==> config.mk <==
export PLATFORM = sky130hd
export DESIGN_NAME = mem_stage_flat
export DESIGN_NICKNAME = d
export VERILOG_FILES = /design/src/rtl/mem_stage_pkg.sv /design/src/rtl/mem_stage_if.sv /design/src/rtl/mem_stage_check.sv /design/src/rtl/mem_stage.sv /design/src/flat_wrapper.sv
export SDC_FILE = /design/constraint.sdc
export NUM_CORES = 1
export LEC_CHECK = 0
export BUFFER_PORTS_ARGS = -buffer_cell sky130_fd_sc_hd__buf_2
export CAP_MARGIN = 20
export CORE_MARGIN = 5
export CORE_UTILIZATION = 45
export DETAILED_ROUTE_END_ITERATION = 8
export PLACE_DENSITY_LB_ADDON = 0.25
export SLEW_MARGIN = 20
export SYNTH_ARGS = -nofsm -noshare
export SYNTH_HDL_FRONTEND = slang
export SYNTH_SLANG_ARGS = --single-unit
==> constraint.sdc <==
create_clock -name clk -period 5.4 [get_ports clk]
set_clock_uncertainty 0.1 [all_clocks]
set_input_delay 0.27 -clock clk [delete_from_list [all_inputs] [get_ports clk]]
set_output_delay 0.27 -clock clk [all_outputs]
set_load 0.005 [all_outputs]
==> src/rtl/mem_stage_pkg.sv <==
// Shared constants, FSM state type and access-size helper for the load/store stage.
package mem_stage_pkg;

    localparam logic [2:0] FUNCT3_B  = 3'b000;
    localparam logic [2:0] FUNCT3_H  = 3'b001;
    localparam logic [2:0] FUNCT3_W  = 3'b010;
    localparam logic [2:0] FUNCT3_BU = 3'b100;
    localparam logic [2:0] FUNCT3_HU = 3'b101;

    typedef enum logic [1:0] {
        ST_IDLE   = 2'd0,
        ST_ACCESS = 2'd1,
        ST_RESP   = 2'd2
    } state_t;

    // Bytes touched by an access; illegal encodings report 1 and are rejected elsewhere.
    function automatic logic [2:0] access_size(input logic [2:0] funct3);
        case (funct3)
            FUNCT3_H, FUNCT3_HU: access_size = 3'd4 >> 1;
            FUNCT3_W:            access_size = 3'd4;
            default:             access_size = 3'd1;
        endcase
    endfunction

endpackage

==> src/rtl/mem_stage_if.sv <==
// Request, memory data-port and response bundle for mem_stage.
// slave = the stage itself, master = execute/memory/writeback environment.
interface mem_stage_if #(
    parameter int ADDR_W = 32,
    parameter int RD_W   = 5
);
    logic              req_valid;
    logic              req_ready;
    logic              req_is_load;
    logic              req_is_store;
    logic [2:0]        req_funct3;
    logic [ADDR_W-1:0] req_addr;
    logic [31:0]       req_wdata;
    logic [RD_W-1:0]   req_rd;

    logic [ADDR_W-1:0] mem_address;
    logic [31:0]       mem_write;
    logic              mem_is_read;
    logic              mem_is_write;
    logic [2:0]        mem_mode;
    logic [31:0]       mem_read;

    logic              resp_valid;
    logic              resp_ready;
    logic [31:0]       resp_data;
    logic [RD_W-1:0]   resp_rd;
    logic              resp_is_load;
    logic              resp_fault;

    modport slave (
        input  req_valid, req_is_load, req_is_store, req_funct3, req_addr, req_wdata, req_rd,
        output req_ready,
        output mem_address, mem_write, mem_is_read, mem_is_write, mem_mode,
        input  mem_read,
        input  resp_ready,
        output resp_valid, resp_data, resp_rd, resp_is_load, resp_fault
    );

    modport master (
        output req_valid, req_is_load, req_is_store, req_funct3, req_addr, req_wdata, req_rd,
        input  req_ready,
        input  mem_address, mem_write, mem_is_read, mem_is_write, mem_mode,
        output mem_read,
        output resp_ready,
        input  resp_valid, resp_data, resp_rd, resp_is_load, resp_fault
    );
endinterface

==> src/rtl/mem_stage_check.sv <==
// Combinational legality check: funct3, alignment and range of one request.
// Defining MEM_STAGE_MISALIGN_EN removes the alignment term (memory handles byte addressing).
module mem_stage_check
    import mem_stage_pkg::*;
#(
    parameter int MEM_BYTES = 1024,
    parameter int ADDR_W    = 32
) (
    input  logic              is_load,
    input  logic              is_store,
    input  logic [2:0]        funct3,
    input  logic [ADDR_W-1:0] addr,
    output logic              fault
);
    logic            bad_f3;
    logic            misalign;
    logic            out_of_range;
    logic [ADDR_W:0] last_byte;

    always_comb begin
        bad_f3 = 1'b0;
        if (is_load) begin
            case (funct3)
                FUNCT3_B, FUNCT3_H, FUNCT3_W, FUNCT3_BU, FUNCT3_HU: bad_f3 = 1'b0;
                default:                                            bad_f3 = 1'b1;
            endcase
        end else if (is_store) begin
            case (funct3)
                FUNCT3_B, FUNCT3_H, FUNCT3_W: bad_f3 = 1'b0;
                default:                      bad_f3 = 1'b1;
            endcase
        end
    end

`ifdef MEM_STAGE_MISALIGN_EN
    assign misalign = 1'b0;
`else
    always_comb begin
        case (funct3)
            FUNCT3_H, FUNCT3_HU: misalign = addr[0];
            FUNCT3_W:            misalign = (addr[1:0] != 2'b00);
            default:             misalign = 1'b0;
        endcase
    end
`endif

    // One extra bit so accesses near the top of the address space cannot wrap to a legal address.
    assign last_byte    = {1'b0, addr} + (ADDR_W+1)'(access_size(funct3)) - (ADDR_W+1)'(1);
    assign out_of_range = (last_byte >= (ADDR_W+1)'(MEM_BYTES));

    assign fault = (is_load && is_store) ||
                   ((is_load || is_store) && (bad_f3 || misalign || out_of_range));

endmodule

==> src/rtl/mem_stage.sv <==
// Load/store stage in front of the data memory: accept, check, one-cycle access, respond.
// Build option MEM_STAGE_MISALIGN_EN (in mem_stage_check) lets misaligned accesses through.
module mem_stage
    import mem_stage_pkg::*;
#(
    parameter int MEM_BYTES = 1024,
    parameter int ADDR_W    = 32,
    parameter int RD_W      = 5
) (
    input  logic         clk,
    input  logic         rst,
    mem_stage_if.slave   bus
);
    state_t            state, state_nxt;
    logic              fault;
    logic              accept;
    logic              ld_q, st_q, fault_q;
    logic [ADDR_W-1:0] addr_q;
    logic [31:0]       wdata_q;
    logic [2:0]        mode_q;
    logic [31:0]       data_q;
    logic [RD_W-1:0]   rd_q;

    mem_stage_check #(
        .MEM_BYTES (MEM_BYTES),
        .ADDR_W    (ADDR_W)
    ) u_check (
        .is_load  (bus.req_is_load),
        .is_store (bus.req_is_store),
        .funct3   (bus.req_funct3),
        .addr     (bus.req_addr),
        .fault    (fault)
    );

    // Requests that are neither load nor store are consumed without leaving IDLE.
    assign accept = (state == ST_IDLE) && bus.req_valid && (bus.req_is_load || bus.req_is_store);

    always_ff @(posedge clk) begin
        if (rst) state <= ST_IDLE;
        else     state <= state_nxt;
    end

    always_comb begin
        state_nxt = state;
        case (state)
            ST_IDLE:   if (accept) state_nxt = fault ? ST_RESP : ST_ACCESS;
            ST_ACCESS: state_nxt = ST_RESP;
            ST_RESP:   if (bus.resp_ready) state_nxt = ST_IDLE;
            default:   state_nxt = ST_IDLE;
        endcase
    end

    always_comb begin
        bus.req_ready    = (state == ST_IDLE);
        bus.mem_is_read  = (state == ST_ACCESS) && ld_q;
        bus.mem_is_write = (state == ST_ACCESS) && st_q;
        bus.resp_valid   = (state == ST_RESP);
    end

    // Memory-side fields only move on a legal accept so they hold across faults and idle time.
    always_ff @(posedge clk) begin
        if (rst) begin
            ld_q    <= 1'b0;
            st_q    <= 1'b0;
            fault_q <= 1'b0;
            addr_q  <= '0;
            wdata_q <= '0;
            mode_q  <= '0;
            data_q  <= '0;
            rd_q    <= '0;
        end else begin
            if (accept) begin
                ld_q    <= bus.req_is_load;
                st_q    <= bus.req_is_store;
                fault_q <= fault;
                rd_q    <= bus.req_rd;
                data_q  <= '0;
                if (!fault) begin
                    addr_q  <= bus.req_addr;
                    wdata_q <= bus.req_wdata;
                    mode_q  <= bus.req_funct3;
                end
            end
            if (state == ST_ACCESS && ld_q) data_q <= bus.mem_read;
        end
    end

    assign bus.mem_address  = addr_q;
    assign bus.mem_write    = wdata_q;
    assign bus.mem_mode     = mode_q;
    assign bus.resp_data    = data_q;
    assign bus.resp_rd      = rd_q;
    assign bus.resp_is_load = ld_q;
    assign bus.resp_fault   = fault_q;

endmodule

==> src/flat_wrapper.sv <==
// flat-port wrapper written by rule: the top's interface ports become plain ports
module mem_stage_flat import mem_stage_pkg::*;
#(
    parameter int MEM_BYTES = 1024,
    parameter int ADDR_W    = 32,
    parameter int RD_W      = 5
)
  (clk, rst, bus_req_valid, bus_req_is_load, bus_req_is_store, bus_req_funct3, bus_req_addr, bus_req_wdata, bus_req_rd, bus_req_ready, bus_mem_address, bus_mem_write, bus_mem_is_read, bus_mem_is_write, bus_mem_mode, bus_mem_read, bus_resp_ready, bus_resp_valid, bus_resp_data, bus_resp_rd, bus_resp_is_load, bus_resp_fault);
  mem_stage_if #(.ADDR_W(ADDR_W), .RD_W(RD_W)) bus_i ();
  input  logic clk;
  input  logic rst;
  input wire logic [$bits(bus_i.req_valid)-1:0] bus_req_valid;
  input wire logic [$bits(bus_i.req_is_load)-1:0] bus_req_is_load;
  input wire logic [$bits(bus_i.req_is_store)-1:0] bus_req_is_store;
  input wire logic [$bits(bus_i.req_funct3)-1:0] bus_req_funct3;
  input wire logic [$bits(bus_i.req_addr)-1:0] bus_req_addr;
  input wire logic [$bits(bus_i.req_wdata)-1:0] bus_req_wdata;
  input wire logic [$bits(bus_i.req_rd)-1:0] bus_req_rd;
  output wire logic [$bits(bus_i.req_ready)-1:0] bus_req_ready;
  output wire logic [$bits(bus_i.mem_address)-1:0] bus_mem_address;
  output wire logic [$bits(bus_i.mem_write)-1:0] bus_mem_write;
  output wire logic [$bits(bus_i.mem_is_read)-1:0] bus_mem_is_read;
  output wire logic [$bits(bus_i.mem_is_write)-1:0] bus_mem_is_write;
  output wire logic [$bits(bus_i.mem_mode)-1:0] bus_mem_mode;
  input wire logic [$bits(bus_i.mem_read)-1:0] bus_mem_read;
  input wire logic [$bits(bus_i.resp_ready)-1:0] bus_resp_ready;
  output wire logic [$bits(bus_i.resp_valid)-1:0] bus_resp_valid;
  output wire logic [$bits(bus_i.resp_data)-1:0] bus_resp_data;
  output wire logic [$bits(bus_i.resp_rd)-1:0] bus_resp_rd;
  output wire logic [$bits(bus_i.resp_is_load)-1:0] bus_resp_is_load;
  output wire logic [$bits(bus_i.resp_fault)-1:0] bus_resp_fault;
  assign bus_i.req_valid = bus_req_valid;
  assign bus_i.req_is_load = bus_req_is_load;
  assign bus_i.req_is_store = bus_req_is_store;
  assign bus_i.req_funct3 = bus_req_funct3;
  assign bus_i.req_addr = bus_req_addr;
  assign bus_i.req_wdata = bus_req_wdata;
  assign bus_i.req_rd = bus_req_rd;
  assign bus_req_ready = bus_i.req_ready;
  assign bus_mem_address = bus_i.mem_address;
  assign bus_mem_write = bus_i.mem_write;
  assign bus_mem_is_read = bus_i.mem_is_read;
  assign bus_mem_is_write = bus_i.mem_is_write;
  assign bus_mem_mode = bus_i.mem_mode;
  assign bus_i.mem_read = bus_mem_read;
  assign bus_i.resp_ready = bus_resp_ready;
  assign bus_resp_valid = bus_i.resp_valid;
  assign bus_resp_data = bus_i.resp_data;
  assign bus_resp_rd = bus_i.resp_rd;
  assign bus_resp_is_load = bus_i.resp_is_load;
  assign bus_resp_fault = bus_i.resp_fault;
  mem_stage #(.MEM_BYTES(MEM_BYTES), .ADDR_W(ADDR_W), .RD_W(RD_W)) u_core (.clk(clk), .rst(rst), .bus(bus_i));
endmodule
==> summary.txt <==
Run status
  – Status: finished, final reports clean

Cells and area
  – Nets@finish: between 1000 and 1500
  – Share of post-route cells with drive strength above 1: roughly a quarter
  – Register Area: between 0.002 and 0.0025 sq mm
  – Most common cell after layout, fill and taps aside: buf_2
  – Multi-input logic area: approximately 0.0036 sq mm
  – Antenna Cells: 0
  – Area delta synth->final: 22.38%
  – Fillers: between 1000 and 1500
  – Most frequent cells in the layout: buf_2 (218), a21oi_1 (144), dfxtp_1 (109), nand2_1 (80), nand4_1 (78)

Worst setup path
  – R2R depth: 8
  – Worst r2r dst: u_core.bus.mem_write[7]
  – Crit path kind: in2reg
  – Worst reg2reg startpoint: u_core.state[1]
  – CP required: between 5 and 6 ns
  – CP max FO: between 50 and 60
  – Crit path arrival time: approximately 4.3 ns
  – R2R setup slack: 2.79 ns
  – Startpoint Class: input port
  – Critical path endpoint category: register

Drt
  – Initial DRC count: between 400 and 500
  – DR WL met2: a little under 10000 um
  – Average wire per standard cell: ~17 um
  – DR WL met3: around 1600 um
  – Post-Route WL: between 20000 and 25000 um
  – Detailed Routing Iterations Pass 1: 5
  – Via Count: just under 7000
  – ANT nets after route: 0
  – Routed vias/inst: 5.779
  – DRC violations left: 0
  – Wl on met1: 8200 um
  – Max Used Layer: met4

Power and ir drop
  – Pwr/cell area: approximately 240 mW/mm^2
  – Peak supply drop: about 0.19 mV
  – P_sw: approximately 0.55 mW
  – Combinational share of power: a little under a fifth
  – Total power: 1.864 mW
  – Internal: about 1.3 mW
  – Leakage: between 3 and 4 nW
  – Switching portion of total power: approximately 30%
  – Register share of total power: 43.4%
  – Clk pwr share: approximately 38%

Timing
  – Sum Neg Setup Slack: 0 ns
  – Final Hold Viols: 0
  – Pins Over Slew Limit: 0
  – Setup violators final: 0
  – Worst-margin pin slew: just under 1 ns
  – RSZ-0062 raised after global routing: no
  – Part of the cycle the worst path needs: between 70 and 80%
  – FMAX: approximately 0.24 GHz
  – Final worst setup slack: between 1 and 1.5 ns
  – Final Critical Period: between 4 and 5 ns
  – Max_slew headroom: 33.88%

Min path
  – Cells on Worst Hold Path: 3
  – Worst hold start: bus_mem_read[15]
  – Hold/Removal Path Class: in2reg
  – Hold endpoint: u_core.bus.resp_data[15]

Synthesis
  – Avg Synthesized Cell Area: around 7.5 sq um
  – Synth Warn #: 0
  – Syn Inst Count: 837
  – Sequential area share after synthesis: between 30% and 40%
  – Ys async rst share: 0%
  – Synth Flop Type: dfxtp_1
  – Total nets after synthesis: between 900 and 1000
  – Post-synth cell types: 61
  – Syn Std Cell Area: approximately 0.0063 sq mm
  – Post-synth EDFFs: 0
  – Synth Register Bits: roughly 110

Die
  – Die height: approximately 130 um
  – Die footprint: roughly 0.016 sq mm
  – Number of I/O pins: 220
  – Core Box Area: 0.01383 sq mm
  – DIE WIDTH: around 130 um
  – Rows: 43
  – Initial core utilization: about 46%

Placement
  – Post-placement worst setup slack: 0.8376 ns
  – DP HPWL: 14580 um
  – Buffers on Ports: 219
  – GP Congestion: ~1

Clock network
  – Worst-path clk slew: approximately 0.080 ns
  – Number of CTS-inserted buffers: 9
  – H-tree Lvls: 3
  – Resized cells post-CTS: 0
  – Clock insertion delay at the later pin of the skew report: about 0.36 ns
  – Clock sinks: approximately 110
  – TritonCTS clock tree: done
  – Post-CTS Setup Bufs: 0
  – Max clock buf depth: 2
  – Clock root buffer: clkbuf_16
  – # hold bufs at CTS: 0

Job
  – Number of max-cap violations: 0

Global route
  – Global Route Usage Sum: 23.64%
  – First-pass GRT wire length: approximately 32000 um
  – Remaining global-route overflow: 0
  – Vias in the first global route: approximately 6400
  – Pin count of the biggest net entering global routing: 59
  – Initial antenna violation count: 0
## per-stage QoR
stage	hold WS (ns)	util, %	instance area [sq um]	instances
after CTS	0.02208	55.72	7705	1191
after global routing	0.02687	55.72	7705	1191
after detailed placement	0.3442	53.48	7395	1175
after global placement	0.3398	53.48	7395	1175
after floorplan	0.3060	-	6296	837
final	0.03062	55.72	7705	1191
## worst max-delay path, stage by stage
cell and delay (ns):
buf_2 0.11, or3b_2 0.49, ha_1 0.35, inv_1 0.06
ha_1 0.29, a211oi_1 0.27, o21ai_0 0.15, nand2_1 0.15
a31oi_1 0.12, o22ai_1 0.35, mux2_1 0.20, nand4_1 0.16
or3_2 0.72, buf_12 0.26, o21ai_0 0.21, a21oi_1 0.09
## layout make-up
cell class                      count  area share [%]
Clock buffer                        9           2.923
Clock inverter                      7           1.104
Inverter                           49           2.387
Multi-Input combinational cell    608           46.95
Sequential cell                   109           28.32
Tap cell                          180           2.923
Timing Repair Buffer              229           15.39
## cell usage after synthesis (all sizes together), types with 5 or more instances
| library cell | number | area share [%] |
|---|---|---|
| nand2 | 80 | 4.8 |
| o21ai | 90 | 7.2 |
| a211oi | 7 | 0.83 |
| dfxtp | 109 | 35 |
| clkbuf | 45 | 2.7 |
| buf | 26 | 2.6 |
| ha | 34 | 6.8 |
| xnor2 | 8 | 1.1 |
| nand2b | 6 | 0.60 |
| nand3 | 38 | 3.0 |
| o21a | 7 | 0.83 |
| nand4 | 79 | 7.9 |
| inv | 49 | 2.9 |
| a21oi | 147 | 12 |
| o22ai | 5 | 0.50 |
| nor2 | 22 | 1.3 |
| a21o | 5 | 0.60 |
| nor3 | 15 | 1.2 |
| o211ai | 7 | 0.83 |
## layer usage
layer	vias to the layer above	global-route usage, %
li1	3359	-
met1	3217	29.22
met2	263	38.83
met3	44	7.292
met4	0	8.365
met5	-	0
## power by group through the flow
stage	sequential, mW	combinational (mW)	clock, mW
floorplan	0.828	0.233	0
global placement	0.828	0.349	0
detailed placement	0.828	0.348	0
CTS	0.809	0.350	0.719
global route	0.810	0.391	0.748
finish	0.809	0.353	0.702
## worst max-delay path by stage
stage / from / endpoint / slack (ns) / depth (start not counted)
floorplan: bus_req_funct3[0] / u_core.bus.mem_address[25] / 1.50 / 20
global placement: bus_req_funct3[0] / u_core.bus.mem_address[10] / 0.90 / 16
detailed placement: bus_req_funct3[0] / u_core.bus.mem_write[6] / 0.84 / 16
CTS: bus_req_funct3[0] / u_core.bus.mem_write[6] / 1.23 / 16
global route: bus_req_funct3[0] / u_core.bus.mem_write[6] / 0.89 / 16
finish: bus_req_funct3[0] / u_core.bus.mem_write[6] / 1.21 / 16
## flip-flops by register name, indices dropped and copies added (netlist names)
signal and count:
u_core.bus.mem_write 32, u_core.bus.resp_fault 1, u_core.st_q 1, u_core.bus.resp_is_load 1, u_core.bus.mem_address 32, u_core.bus.resp_rd 5
u_core.bus.mem_mode 3, u_core.bus.resp_data 32, u_core.state 2
## logic make-up (layout without fill, tap and decap cells)
group | after synthesis | in the layout | synth area share, %
AO/OA/AOI/OAI | 297 | 297 | 26.51
multiplexers | 4 | 4 | 0.6955
XOR/XNOR | 11 | 11 | 1.530
buffers and inverters | 120 | 294 | 8.188
flip-flops | 109 | 109 | 34.66
adder cells (fa/ha/maj) | 35 | 35 | 7.075
AND/OR/NAND/NOR | 261 | 261 | 21.34
No activity file was read; power rests on OpenSTA's default activity.
